## config.mk

```make
export PLATFORM = sky130hd
export DESIGN_NAME = simon_engine
export DESIGN_NICKNAME = d
export VERILOG_FILES = /design/src/rtl/simon_engine.sv
export SDC_FILE = /design/constraint.sdc
export NUM_CORES = 1
export LEC_CHECK = 0
export ABC_AREA = 0
export CAP_MARGIN = 15
export CORE_MARGIN = 2
export CORE_UTILIZATION = 40
export CTS_BUF_LIST = sky130_fd_sc_hd__clkbuf_8
export DETAILED_ROUTE_END_ITERATION = 8
export SETUP_SLACK_MARGIN = 0.1
export SLEW_MARGIN = 25
export SYNTH_ARGS = -nofsm -noshare
export SYNTH_HDL_FRONTEND = slang
export SYNTH_SLANG_ARGS = --single-unit
```

## constraint.sdc

```tcl
create_clock -name CLK -period 2.6 [get_ports CLK]
set_input_delay 0.39 -clock CLK [delete_from_list [all_inputs] [get_ports CLK]]
set_output_delay 0.39 -clock CLK [all_outputs]
set_load 0.05 [all_outputs]
```

## src/rtl/simon_engine.sv

```systemverilog
// simon_engine: Simon game core. Grows a random colour sequence one entry per
// round, plays it back on the lamp outputs using TICK-based on/off timing, then
// checks the player's entries against it with an inter-entry timeout. Reports
// the number of completed rounds, a loss flag and a win flag.
module simon_engine #(
    parameter int N_CH          = 4,
    parameter int MAX_LEN       = 32,
    parameter int ON_TICKS      = 4,
    parameter int OFF_TICKS     = 2,
    parameter int TIMEOUT_TICKS = 50,
    localparam int CW           = $clog2(N_CH),
    localparam int LW           = $clog2(MAX_LEN + 1)
) (
    input  logic          CLK,
    input  logic          RST,
    input  logic          TICK,
    input  logic          START,
    input  logic [CW-1:0] IN,
    input  logic          IN_VALID,
    input  logic [CW-1:0] RAND,
    output logic [CW-1:0] OUT,
    output logic          OUT_ENA,
    output logic          BUSY,
    output logic [LW-1:0] SCORE,
    output logic          GAME_OVER,
    output logic          WIN
);

    // Address width of the sequence memory (at least one bit for depth 1).
    localparam int AW = (MAX_LEN > 1) ? $clog2(MAX_LEN) : 1;

    // One shared timer covers every tick-counted wait, so size it for the longest.
    localparam int MAXT = (ON_TICKS > OFF_TICKS)
                        ? ((ON_TICKS > TIMEOUT_TICKS) ? ON_TICKS : TIMEOUT_TICKS)
                        : ((OFF_TICKS > TIMEOUT_TICKS) ? OFF_TICKS : TIMEOUT_TICKS);
    localparam int TW   = $clog2(MAXT + 1);

    localparam logic [TW-1:0] TMAX     = {TW{1'b1}};
    localparam logic [TW-1:0] ON_LAST  = TW'(ON_TICKS - 1);
    localparam logic [TW-1:0] OFF_LAST = TW'(OFF_TICKS - 1);
    localparam logic [TW-1:0] TO_LAST  = TW'(TIMEOUT_TICKS - 1);
    localparam logic [LW-1:0] ONE_L    = LW'(1);
    localparam logic [LW-1:0] FULL_L   = LW'(MAX_LEN);

    typedef enum logic [2:0] {
        IDLE, ADD, SHOW_ON, SHOW_OFF, WAIT_IN, PAUSE
    } state_t;

    state_t        state;
    logic [LW-1:0] len;
    logic [LW-1:0] idx;
    logic [TW-1:0] timer;
    logic [CW-1:0] mem [MAX_LEN];

    logic [LW-1:0] idx_nxt;
    logic [CW-1:0] cur_sym;
    logic [CW-1:0] nxt_sym;
    logic          idx_last;

    // Timer increments saturate so a long wait can never wrap back to zero.
    function automatic logic [TW-1:0] sat_inc(input logic [TW-1:0] t);
        return (t == TMAX) ? t : t + TW'(1);
    endfunction

    assign idx_nxt  = idx + ONE_L;
    assign cur_sym  = mem[idx[AW-1:0]];
    assign nxt_sym  = mem[idx_nxt[AW-1:0]];
    assign idx_last = (idx == len - ONE_L);

    // Sequence memory: append the random channel once per round; no reset needed.
    always_ff @(posedge CLK) begin
        if (state == ADD)
            mem[len[AW-1:0]] <= RAND;
    end

    // Game controller with all outputs registered alongside the state.
    always_ff @(posedge CLK or posedge RST) begin
        if (RST) begin
            state     <= IDLE;
            OUT       <= '0;
            OUT_ENA   <= 1'b0;
            BUSY      <= 1'b0;
            SCORE     <= '0;
            GAME_OVER <= 1'b0;
            WIN       <= 1'b0;
            len       <= '0;
            idx       <= '0;
            timer     <= '0;
        end else begin
            case (state)
                IDLE: begin
                    if (START) begin
                        len       <= '0;
                        SCORE     <= '0;
                        GAME_OVER <= 1'b0;
                        WIN       <= 1'b0;
                        BUSY      <= 1'b1;
                        state     <= ADD;
                    end
                end
                ADD: begin
                    len     <= len + ONE_L;
                    idx     <= '0;
                    timer   <= '0;
                    // In the first round mem[0] is being written this very edge.
                    OUT     <= (len == '0) ? RAND : mem[0];
                    OUT_ENA <= 1'b1;
                    state   <= SHOW_ON;
                end
                SHOW_ON: begin
                    if (TICK) begin
                        if (timer == ON_LAST) begin
                            timer   <= '0;
                            OUT_ENA <= 1'b0;
                            state   <= SHOW_OFF;
                        end else begin
                            timer <= sat_inc(timer);
                        end
                    end
                end
                SHOW_OFF: begin
                    if (TICK) begin
                        if (timer == OFF_LAST) begin
                            timer <= '0;
                            if (idx_last) begin
                                idx   <= '0;
                                state <= WAIT_IN;
                            end else begin
                                idx     <= idx_nxt;
                                OUT     <= nxt_sym;
                                OUT_ENA <= 1'b1;
                                state   <= SHOW_ON;
                            end
                        end else begin
                            timer <= sat_inc(timer);
                        end
                    end
                end
                WAIT_IN: begin
                    // A press takes priority over a coincident timeout tick.
                    if (IN_VALID) begin
                        if (IN == cur_sym) begin
                            timer <= '0;
                            if (idx_last) begin
                                SCORE <= SCORE + ONE_L;
                                if (len == FULL_L) begin
                                    WIN   <= 1'b1;
                                    BUSY  <= 1'b0;
                                    state <= IDLE;
                                end else begin
                                    state <= PAUSE;
                                end
                            end else begin
                                idx <= idx_nxt;
                            end
                        end else begin
                            GAME_OVER <= 1'b1;
                            BUSY      <= 1'b0;
                            state     <= IDLE;
                        end
                    end else if (TICK) begin
                        if (timer == TO_LAST) begin
                            GAME_OVER <= 1'b1;
                            BUSY      <= 1'b0;
                            state     <= IDLE;
                        end else begin
                            timer <= sat_inc(timer);
                        end
                    end
                end
                PAUSE: begin
                    if (TICK) begin
                        if (timer == OFF_LAST) begin
                            timer <= '0;
                            state <= ADD;
                        end else begin
                            timer <= sat_inc(timer);
                        end
                    end
                end
                default: begin
                    BUSY    <= 1'b0;
                    OUT_ENA <= 1'b0;
                    state   <= IDLE;
                end
            endcase
        end
    end

endmodule

```

==> flow_summary_export.csv, run 1 <==
group,metric,value,unit
min_path,hp-class,"input pin to asynchronous set/reset pin",
placed_design,place_inst,677,
floorplanning,core-area,13830,sq um
critical_path,reg2reg_from,"idx[0]",
final_layout,instances_no_fill,695,
clock_tree,h-tree-depth,3,
placed_design,numPortBuffers,20,
run,drv_cap,0,
clock_tree,hold_buffers,0,
logic_synthesis,synthFlopType,"edfxtp_1",
logic_synthesis,synth-edff-count,64,
clock_tree,clockBufferDepth,2,
timing,setup_tns,-0.3438,ns
timing,worstMarginPinSlew,0.5013,ns
route,dr.pass1.iters,4,
clock_tree,cts.sinks,97,
placed_design,dpl_cell_area,6326,sq um
floorplanning,start_util,40.95,%
critical_path,cp_cell_sequence,"ha_4 > buf_12 > mux4_2 > mux4_2 > mux2_4 > nand2_2 > o21ai_2 > mux2_4",
status,status,"finished, violations left",
power_and_ir_drop,irDropWorstVdd,0.0005500,V
timing,slew_viol_final,0,
timing,setup_violations,8,
global_route,grt_pass1_wl,22510,um
final_layout,nNetsFinal,529,
floorplanning,die_width,123.0,um
clock_tree,clk_latency,0.39,ns
placed_design,hpwl,10090,um
global_route,antenna_found_initial,0,
global_route,track_usage,19.93,%
logic_synthesis,ys_ff_latch,97,
final_layout,drive_gt1_share,24.08,%
critical_path,ff2ff_setup_slack,-0.09,ns
logic_synthesis,yosys_warnings,0,
timing,fin_skew,0.01435,ns
logic_synthesis,synth.avg_cell_area,12.39,sq um
timing,setup_ws,-0.09015,ns
critical_path,reg2reg_depth,8,
placed_design,gp_congestion,0.8483,
floorplanning,die_y,123.0,um
floorplanning,num_rows,43,
logic_synthesis,ys_seq_area_share,48.53,%
final_layout,final_util,48.38,%
floorplanning,io_pins,21,
logic_synthesis,netlist_top_cells_area,"edfxtp_1, dfrtp_1, mux4_2",
logic_synthesis,async_flop_share,34.02,%
critical_path,crit_path_top_delay_cell,"mux4_2",
route,drt_iter0_markers,238,
clock_tree,root_buffer,"clkbuf_8",
power_and_ir_drop,p_leak,2.448,nW
clock_tree,cts_tree,"done",
critical_path,critPathKind,"flip-flop to flip-flop",
clock_tree,cts.clk_slew.worst_paths,0.10,ns
logic_synthesis,synthCells,457,
power_and_ir_drop,powerDensity,1088,nW/um^2
final_layout,stdcell_area,6689,sq um
final_layout,diodes,0,
logic_synthesis,synthTopCellsByCount,"edfxtp_1, nor2_1, nand2_1",
critical_path,crit_arrival,2.97,ns
route,drt-total-wl,13930,um
logic_synthesis,syn_nets,476,
global_route,grt_pass1_vias,4078,
logic_synthesis,post-synth-top-area-cell,"edfxtp_1",
route,via_count,4059,
timing,period_share,103.5,%
timing,rsz0062_at_grt,"yes",
status,violations,"setup timing",
floorplanning,dieArea,15120,sq um
critical_path,crit_fanout,8,
timing,fin_crit,2.690,ns
placed_design,dp_slack,-0.1597,ns
route,drc_errors,0,
critical_path,rr_endpoint,"OUT[1]",
critical_path,crit_required,2.87,ns
clock_tree,numCtsBuffers,9,
route,routedWlPerCell,20.05,um
timing,fmax,371.7,MHz
timing,slew_headroom,66.47,%
global_route,grt_start_max_net_pins,34,
critical_path,cp-start-kind,"flip-flop",
logic_synthesis,yosys.area.top_type_share,33.94,%
global_route,grt_overflow,0,
route,ant_nets,0,
critical_path,cp_slowest_stage_delay,0.52,ns
timing,hold_violations,0,
logic_synthesis,yosysMostFrequentCell,"edfxtp_1",
critical_path,critPathCaptureType,"flip-flop",
route,viasPerCell,5.840,
final_layout,syn_to_final_growth,18.14,%
final_layout,fillers,1230,
logic_synthesis,ys_types,65,
logic_synthesis,syn_area,5662,sq um
==> cell usage in the layout (no fill, tap or decap), types with 6 or more instances in the layout <==
master / netlist / final
edfxtp_1: 64 / 64
nor2_1: 53 / 53
buf_4: 3 / 36
nand2_1: 35 / 33
dfrtp_1: 33 / 32
mux4_2: 25 / 25
clkdlybuf4s50_1: 0 / 20
inv_1: 18 / 19
nand3_1: 15 / 15
o21ai_0: 11 / 11
mux4_1: 11 / 11
mux2i_1: 14 / 11
a21oi_1: 10 / 10
ha_1: 10 / 9
clkbuf_8: 0 / 9
nand4_1: 8 / 8
xnor2_1: 7 / 7
a22o_1: 6 / 6
buf_12: 1 / 6
==> sequential cells by signal (all words and copies together) (netlist names) <==
name / count
BUSY: 1
timer: 6
state: 3
GAME_OVER: 1
mem: 64
idx: 6
OUT: 2
WIN: 1
SCORE: 6
OUT_ENA: 1
len: 6
==> critical path: cells and delay by family, from the launching register on <==
kind | cells | cell delay [ns]
buf+inv | 1 | 0.15
fa+ha+maj | 1 | 0.33
simple gates | 1 | 0.06
mux | 4 | 1.55
compound gates | 1 | 0.05
flops | 1 | 0.45
==> logic make-up (layout without fill, tap and decap cells) <==
| group | after synthesis | in the layout | share of synthesized area [%] |
|---|---|---|---|
| AND/OR/NAND/NOR | 160 | 160 | 14.28 |
| buffers and inverters | 42 | 100 | 3.978 |
| flip-flops | 97 | 97 | 48.53 |
| XOR/XNOR | 12 | 12 | 1.856 |
| AO/OA/AOI/OAI | 81 | 81 | 10.63 |
| adder cells (fa/ha/maj) | 10 | 10 | 2.210 |
| multiplexers | 55 | 55 | 18.52 |
==> repair_timing <==
item,in CTS,in global routing
setup buffers,0,1
setup endpoints to repair,24,25
gates cloned,1,0
resized for setup,16,16
pin swaps,2,6
hold endpoints to repair,0,0
==> metal layers <==
metal / GRT usage, % / part of all wire (%)
met1: 25.67 / 43
met3: 5.028 / 5.1
met4: 7.741 / 2.9
met2: 32.46 / 49
met5: 0 / 0
==> final cells by class <==
type / count / area (sq um) / area share (%)
tap: 180 / 225.2 / 3.367
sequential: 97 / 2749 / 41.10
clock inverter: 7 / 42.54 / 0.6360
multi-input combinational: 318 / 2836 / 42.41
timing repair buffer: 65 / 640.6 / 9.577
clock buffer: 9 / 123.9 / 1.852
inverter: 19 / 71.32 / 1.066
==> per-stage QoR <==
stage	hold WS, ns	power, W
after detailed placement	0.5121	0.006008
final	0.3909	0.007275
after global placement	0.5051	0.005924
after CTS	0.3950	0.007162
after floorplan	0.4889	0.004928
after global routing	0.4447	0.007737
==> report_power, final <==
group / total, W / leakage, nW / internal [W] / switching (W)
logic: 0.00433 / 1.36 / 0.00213 / 0.00220
registers: 0.00206 / 1.00 / 0.00182 / 0.000235
clock network: 0.000891 / 0.0868 / 0.000346 / 0.000545
total: 0.00728 / 2.45 / 0.00430 / 0.00298
==> how the worst max path moves through the flow <==
stage,endpoint,startpoint,slack [ns]
after global routing,OUT[1],idx[0],-0.15
after floorplan,OUT[1],idx[0],-0.04
after global placement,OUT[0],idx[0],-0.1
final,OUT[1],idx[0],-0.09
after detailed placement,OUT[1],idx[0],-0.16
after CTS,SCORE[0],idx[0],-0.12
Note: power is estimated with default switching activity, not from simulation.
==> run 2: changes to the inputs <==
CORE_MARGIN = 1.5   (was 2)
==> run 2 against run 1 <==
Against the previous run: the flow still finishes with violations (setup timing); final cell count rose by 1.3%; via count rose by 0.44%; worst hold slack improved by 0.0042 ns; critical path type unchanged; sequential share of layout area is 0.97 points lower; register-to-register slack barely moved.
==> flow_summary_export.csv, run 2 (synthesis results as in run 1) <==
group,metric,value,unit
critical_path,critPathKind,"flip-flop to flip-flop",
timing,fmax,371.0,MHz
power_and_ir_drop,p_clk_share,12.7,%
floorplanning,start_util,40.95,%
floorplanning,die_y,122.0,um
critical_path,critPathBufInv,6,
placed_design,gp_congestion,0.8711,
placed_design,numPortBuffers,20,
route,drc_errors,0,
power_and_ir_drop,swShare,41.04,%
critical_path,cp_slowest_stage_delay,0.45,ns
power_and_ir_drop,p_seq_share,26.8,%
critical_path,reg2reg_from,"idx[0]",
final_layout,stdcell_area,6850,sq um
power_and_ir_drop,powerDensity,1120,nW/um^2
route,ant_nets,0,
power_and_ir_drop,switching_power,0.003150,W
critical_path,cp-start-kind,"flip-flop",
timing,hold_violations,0,
placed_design,hpwl,9622,um
power_and_ir_drop,p_int,0.004525,W
critical_path,crit_top_cell,"buf_12",
clock_tree,cts.sinks,97,
status,violations,"setup timing",
clock_tree,root_buffer,"clkbuf_8",
final_layout,layout.cells.most_common,"edfxtp_1",
route,drt-total-wl,13820,um
critical_path,crit_required,2.89,ns
route,viasPerCell,5.791,
timing,setup_violations,17,
global_route,grt_start_max_net_pins,34,
placed_design,dpl_cell_area,6286,sq um
clock_tree,h-tree-depth,3,
global_route,grt_pass1_vias,4243,
final_layout,largest_register_ffs,64,
power_and_ir_drop,combPwrFrac,60.5,%
global_route,track_usage,20.46,%
critical_path,crit_arrival,2.98,ns
clock_tree,clockBufferDepth,2,
critical_path,crit_path_top_delay_cell,"dfrtp_2",
global_route,antenna_found_initial,0,
critical_path,startpoint,"idx[0]",
min_path,hp-class,"input pin to asynchronous set/reset pin",
placed_design,dp_slack,-0.1664,ns
floorplanning,num_rows,43,
route,dr.pass1.iters,5,
timing,slew_headroom,66.27,%
timing,rsz0062_at_grt,"yes",
critical_path,cp_top_family,"buffers and inverters",
timing,slew_viol_final,0,
clock_tree,cts_tree,"done",
route,via_count,4077,
global_route,grt_overflow,0,
timing,setup_ws,-0.09532,ns
floorplanning,dieArea,14880,sq um
power_and_ir_drop,power.total,0.007675,W
critical_path,critPathCaptureType,"flip-flop",
power_and_ir_drop,p_leak,2.460,nW
final_layout,mostFrequentLayoutCells,"edfxtp_1, nor2_1, buf_4",
timing,fin_skew,0.01294,ns
clock_tree,hold_buffers,0,
floorplanning,die_width,122.0,um
timing,fin_crit,2.695,ns
clock_tree,numCtsBuffers,9,
clock_tree,clk_latency,0.40,ns
status,status,"finished, violations left",
route,drt_iter0_markers,351,
final_layout,diodes,0,
timing,worstMarginPinSlew,0.5043,ns
floorplanning,io_pins,21,
global_route,grt_pass1_wl,22830,um
final_layout,syn_to_final_growth,20.99,%
clock_tree,cts.clk_slew.worst_paths,0.11,ns
final_layout,drive_gt1_share,28.63,%
critical_path,crit_fanout,6,
timing,period_share,103.7,%
floorplanning,core-area,13830,sq um
route,routedWlPerCell,19.63,um
final_layout,nNetsFinal,538,
critical_path,cp_cell_sequence,"buf_12 > buf_12 > buf_8 > mux4_2 > mux2i_2 > a22o_1 > buf_4 > o21ai_4 > buf_4 > a41oi_4 > buf_12 > nor2_4 > o2bb2ai_1",
run,drv_cap,0,
power_and_ir_drop,irDropWorstVdd,0.0004974,V
-- run 2: cell count changes in the layout (fill, tap and decap cells not counted), sizes merged --
cell and change:
buf +9, clkinvlp +1, inv -1
-- run 2: routing by layer --
| metal | GRT usage [%] | up-vias | part of all wire [%] | routed length (um) |
|---|---|---|---|---|
| li1 | - | 1891 | - | - |
| met1 | 26.46 | 2059 | 44 | 6114 |
| met2 | 34.66 | 112 | 50 | 6958 |
| met3 | 3.652 | 15 | 3.9 | 544 |
| met4 | 7.059 | 0 | 1.5 | 204 |
| met5 | 0 | - | 0 | 0 |
-- run 2: layout make-up --
class	instances	area, sq um
multi-input combinational	318	2872
clock inverter	7	62.56
timing repair buffer	74	747.0
fill	1189	6977
clock buffer	9	123.9
tap	180	225.2
inverter	19	71.32
sequential	97	2749
-- run 2: power groups by stage --
| stage | sequential, W | combinational (W) | clock (W) |
|---|---|---|---|
| final | 0.00205 | 0.00465 | 0.000976 |
| after global routing | 0.00208 | 0.00502 | 0.00105 |
| after CTS | 0.00205 | 0.00448 | 0.000998 |
| after detailed placement | 0.00208 | 0.00386 | 0 |
| after global placement | 0.00207 | 0.00381 | 0 |
| after floorplan | 0.00214 | 0.00279 | 0 |
-- run 2: tightest hold or removal path: stages --
cell             delay, ns
clkdlybuf4s50_1       0.40
inv_1                 0.05
buf_4                 0.40
-- run 2: worst paths after layout --
check | cells after the start | slack, ns | end
hold reg to reg | 2 | 0.52 | GAME_OVER
hold / removal | 3 | 0.40 | SCORE[4]
setup reg to reg | 13 | -0.1 | timer[1]
setup / recovery | 13 | -0.1 | timer[1]
max in group asynchronous | 3 | 1.86 | idx[0]
min in group CLK | 2 | 0.52 | GAME_OVER
-- run 2: through the flow --
stage	hold WS [ns]	setup TNS, ns	util, %	instances
after floorplan	0.4889	-0.07408	-	457
after global placement	0.5016	-0.4179	45.46	675
after detailed placement	0.5076	-1.265	45.46	675
after CTS	0.3970	-0.7998	49.04	704
after global routing	0.4362	-3.470	49.54	704
final	0.3951	-1.041	49.54	704
-- run 2: timing repair --
item | in CTS | in global routing
gates cloned | 2 | 0
buffers inserted | 11 | 0
gates resized for setup | 48 | 12
pin swaps | 15 | 9
setup endpoints to repair | 24 | 25
==> run 3: changes to the inputs <==
CORE_UTILIZATION = 30   (was 40)
SLEW_MARGIN = 10   (was 25)
==> run 3 against run 2 <==
Against the previous run: critical endpoint is now OUT[1]; the run still ends with setup timing left; final cell count increased by 7.7%; combinational power is 2% higher; wire length is 6.5% higher; maximum frequency is 0.76% lower; register-to-register slack got worse by 0.02 ns; critical path depth shrank 5; critical path type unchanged; via count increased by 1.9%; sequential share of layout area is 0.53 points lower; first-iteration DRC count fell by 26%; sequential power shrank 2%; cell area increased by 1.3%.
==> flow_summary_export.csv, run 3 (synthesis results as in run 1) <==
group,metric,value,unit
critical_path,cp-start-kind,"flip-flop",
critical_path,crit_fanout,8,
final_layout,largest_register_ffs,64,
final_layout,diodes,0,
power_and_ir_drop,powerDensity,1127,nW/um^2
placed_design,place_inst,728,
route,routedWlPerCell,19.42,um
critical_path,critPathBufInv,1,
placed_design,dpl_cell_area,6346,sq um
final_layout,drive_gt1_share,29.01,%
power_and_ir_drop,switching_power,0.003191,W
final_layout,layout.cells.most_common,"edfxtp_1",
floorplanning,core-area,18580,sq um
critical_path,crit_top_cell,"mux4_2",
global_route,grt_overflow,0,
clock_tree,root_buffer,"clkbuf_8",
clock_tree,cts.clk_slew.worst_paths,0.10,ns
route,drc_errors,0,
clock_tree,clk_latency,0.40,ns
timing,slew_viol_final,0,
min_path,hp-class,"input pin to asynchronous set/reset pin",
route,viasPerCell,5.479,
power_and_ir_drop,p_leak,2.497,nW
floorplanning,io_pins,21,
route,drt_iter0_markers,258,
power_and_ir_drop,combPwrFrac,60.9,%
global_route,antenna_found_initial,0,
clock_tree,h-tree-depth,3,
timing,setup_tns,-1.054,ns
power_and_ir_drop,p_seq_share,25.6,%
placed_design,hpwl,10050,um
critical_path,critPathKind,"flip-flop to flip-flop",
final_layout,syn_to_final_growth,22.61,%
final_layout,mostFrequentLayoutCells,"edfxtp_1, nor2_1, buf_4",
global_route,grt_pass1_vias,4231,
power_and_ir_drop,irDropWorstVdd,0.0004689,V
final_layout,nNetsFinal,538,
power_and_ir_drop,p_int,0.004635,W
critical_path,cp_slowest_stage_delay,0.51,ns
route,dr.pass1.iters,4,
floorplanning,num_rows,50,
critical_path,critPathCaptureType,"flip-flop",
floorplanning,start_util,30.47,%
placed_design,numPortBuffers,20,
power_and_ir_drop,p_clk_share,13.5,%
floorplanning,die_width,140.4,um
critical_path,crit_required,2.88,ns
timing,period_share,104.5,%
timing,setup_ws,-0.1160,ns
floorplanning,dieArea,19710,sq um
global_route,track_usage,15.44,%
power_and_ir_drop,power.total,0.007826,W
final_layout,fillers,1768,
power_and_ir_drop,swShare,40.77,%
global_route,grt_start_max_net_pins,34,
route,via_count,4153,
critical_path,crit_path_top_delay_cell,"mux4_2",
clock_tree,hold_buffers,0,
clock_tree,cts_tree,"done",
clock_tree,cts.sinks,97,
clock_tree,clockBufferDepth,2,
timing,hold_violations,0,
global_route,grt_pass1_wl,23340,um
timing,fin_crit,2.716,ns
timing,rsz0062_at_grt,"yes",
final_layout,instances_no_fill,758,
run,drv_cap,0,
status,violations,"setup timing",
critical_path,crit_arrival,3.00,ns
final_layout,stdcell_area,6942,sq um
timing,setup_violations,19,
route,drt-total-wl,14720,um
status,status,"finished, violations left",
timing,fin_skew,0.01116,ns
placed_design,gp_congestion,0.8141,
timing,worstMarginPinSlew,0.5273,ns
timing,fmax,368.2,MHz
critical_path,cp_cell_sequence,"ha_4 > buf_12 > mux4_2 > mux4_2 > mux2_2 > nand2_1 > o21ai_1 > mux2_4",
route,ant_nets,0,
final_layout,final_util,37.36,%
critical_path,cp_top_family,"multiplexers",
floorplanning,die_y,140.4,um
timing,slew_headroom,64.74,%
clock_tree,numCtsBuffers,9,
-- run 3: area by class of cell --
type / count / area [sq um] / share of cell area, %
clock buffer: 9 / 123.9 / 1.784
clock inverter: 7 / 82.58 / 1.190
inverter: 19 / 71.32 / 1.027
multi-input combinational: 318 / 2895 / 41.71
sequential: 97 / 2749 / 39.60
tap: 234 / 292.8 / 4.218
timing repair buffer: 74 / 726.9 / 10.47
-- run 3: worst paths after layout --
check | startpoint | end | slack, ns | cells after the start
max in group asynchronous | RST | idx[0] | 1.87 | 3
worst min register to register | GAME_OVER | GAME_OVER | 0.53 | 2
worst max register to register | idx[0] | OUT[1] | -0.12 | 8
worst max-delay path | idx[0] | OUT[1] | -0.12 | 8
min in group CLK | GAME_OVER | GAME_OVER | 0.53 | 2
worst min-delay path | RST | len[3] | 0.38 | 3
-- run 3: per-layer routing --
| layer | share of wire, % | wire length, um | vias up | global-route usage [%] |
|---|---|---|---|---|
| li1 | - | - | 1900 | - |
| met1 | 44 | 6467 | 2117 | 20.00 |
| met2 | 49 | 7275 | 110 | 25.59 |
| met3 | 4.1 | 602 | 26 | 3.248 |
| met4 | 2.5 | 372 | 0 | 5.540 |
| met5 | 0 | 0 | - | 0 |
-- run 3: what timing repair did --
item / CTS / global route
endpoints found under the setup margin: 25 / 25
pin swaps: 11 / 6
gates cloned: 3 / 0
gates resized for setup: 42 / 15
buffers inserted: 10 / 1
-- run 3: power groups by stage --
stage	Clock, W	Combinational [W]	Sequential [W]
detailed placement	0	0.00398	0.00203
CTS	0.00107	0.00456	0.00200
global route	0.00113	0.00510	0.00203
finish	0.00106	0.00476	0.00201
global placement	0	0.00391	0.00202
floorplan	0	0.00279	0.00214
-- run 3: stage by stage --
stage	worst slack, ns	hold WS (ns)
after floorplan	-0.03704	0.4889
after global placement	-0.09299	0.5122
after detailed placement	-0.1319	0.5159
after CTS	-0.1034	0.3984
after global routing	-0.1995	0.4341
final	-0.1160	0.3841
-- run 3: worst min-delay path, stage by stage --
cell and delay, ns:
clkdlybuf4s50_1 0.39, inv_1 0.05, buf_4 0.38
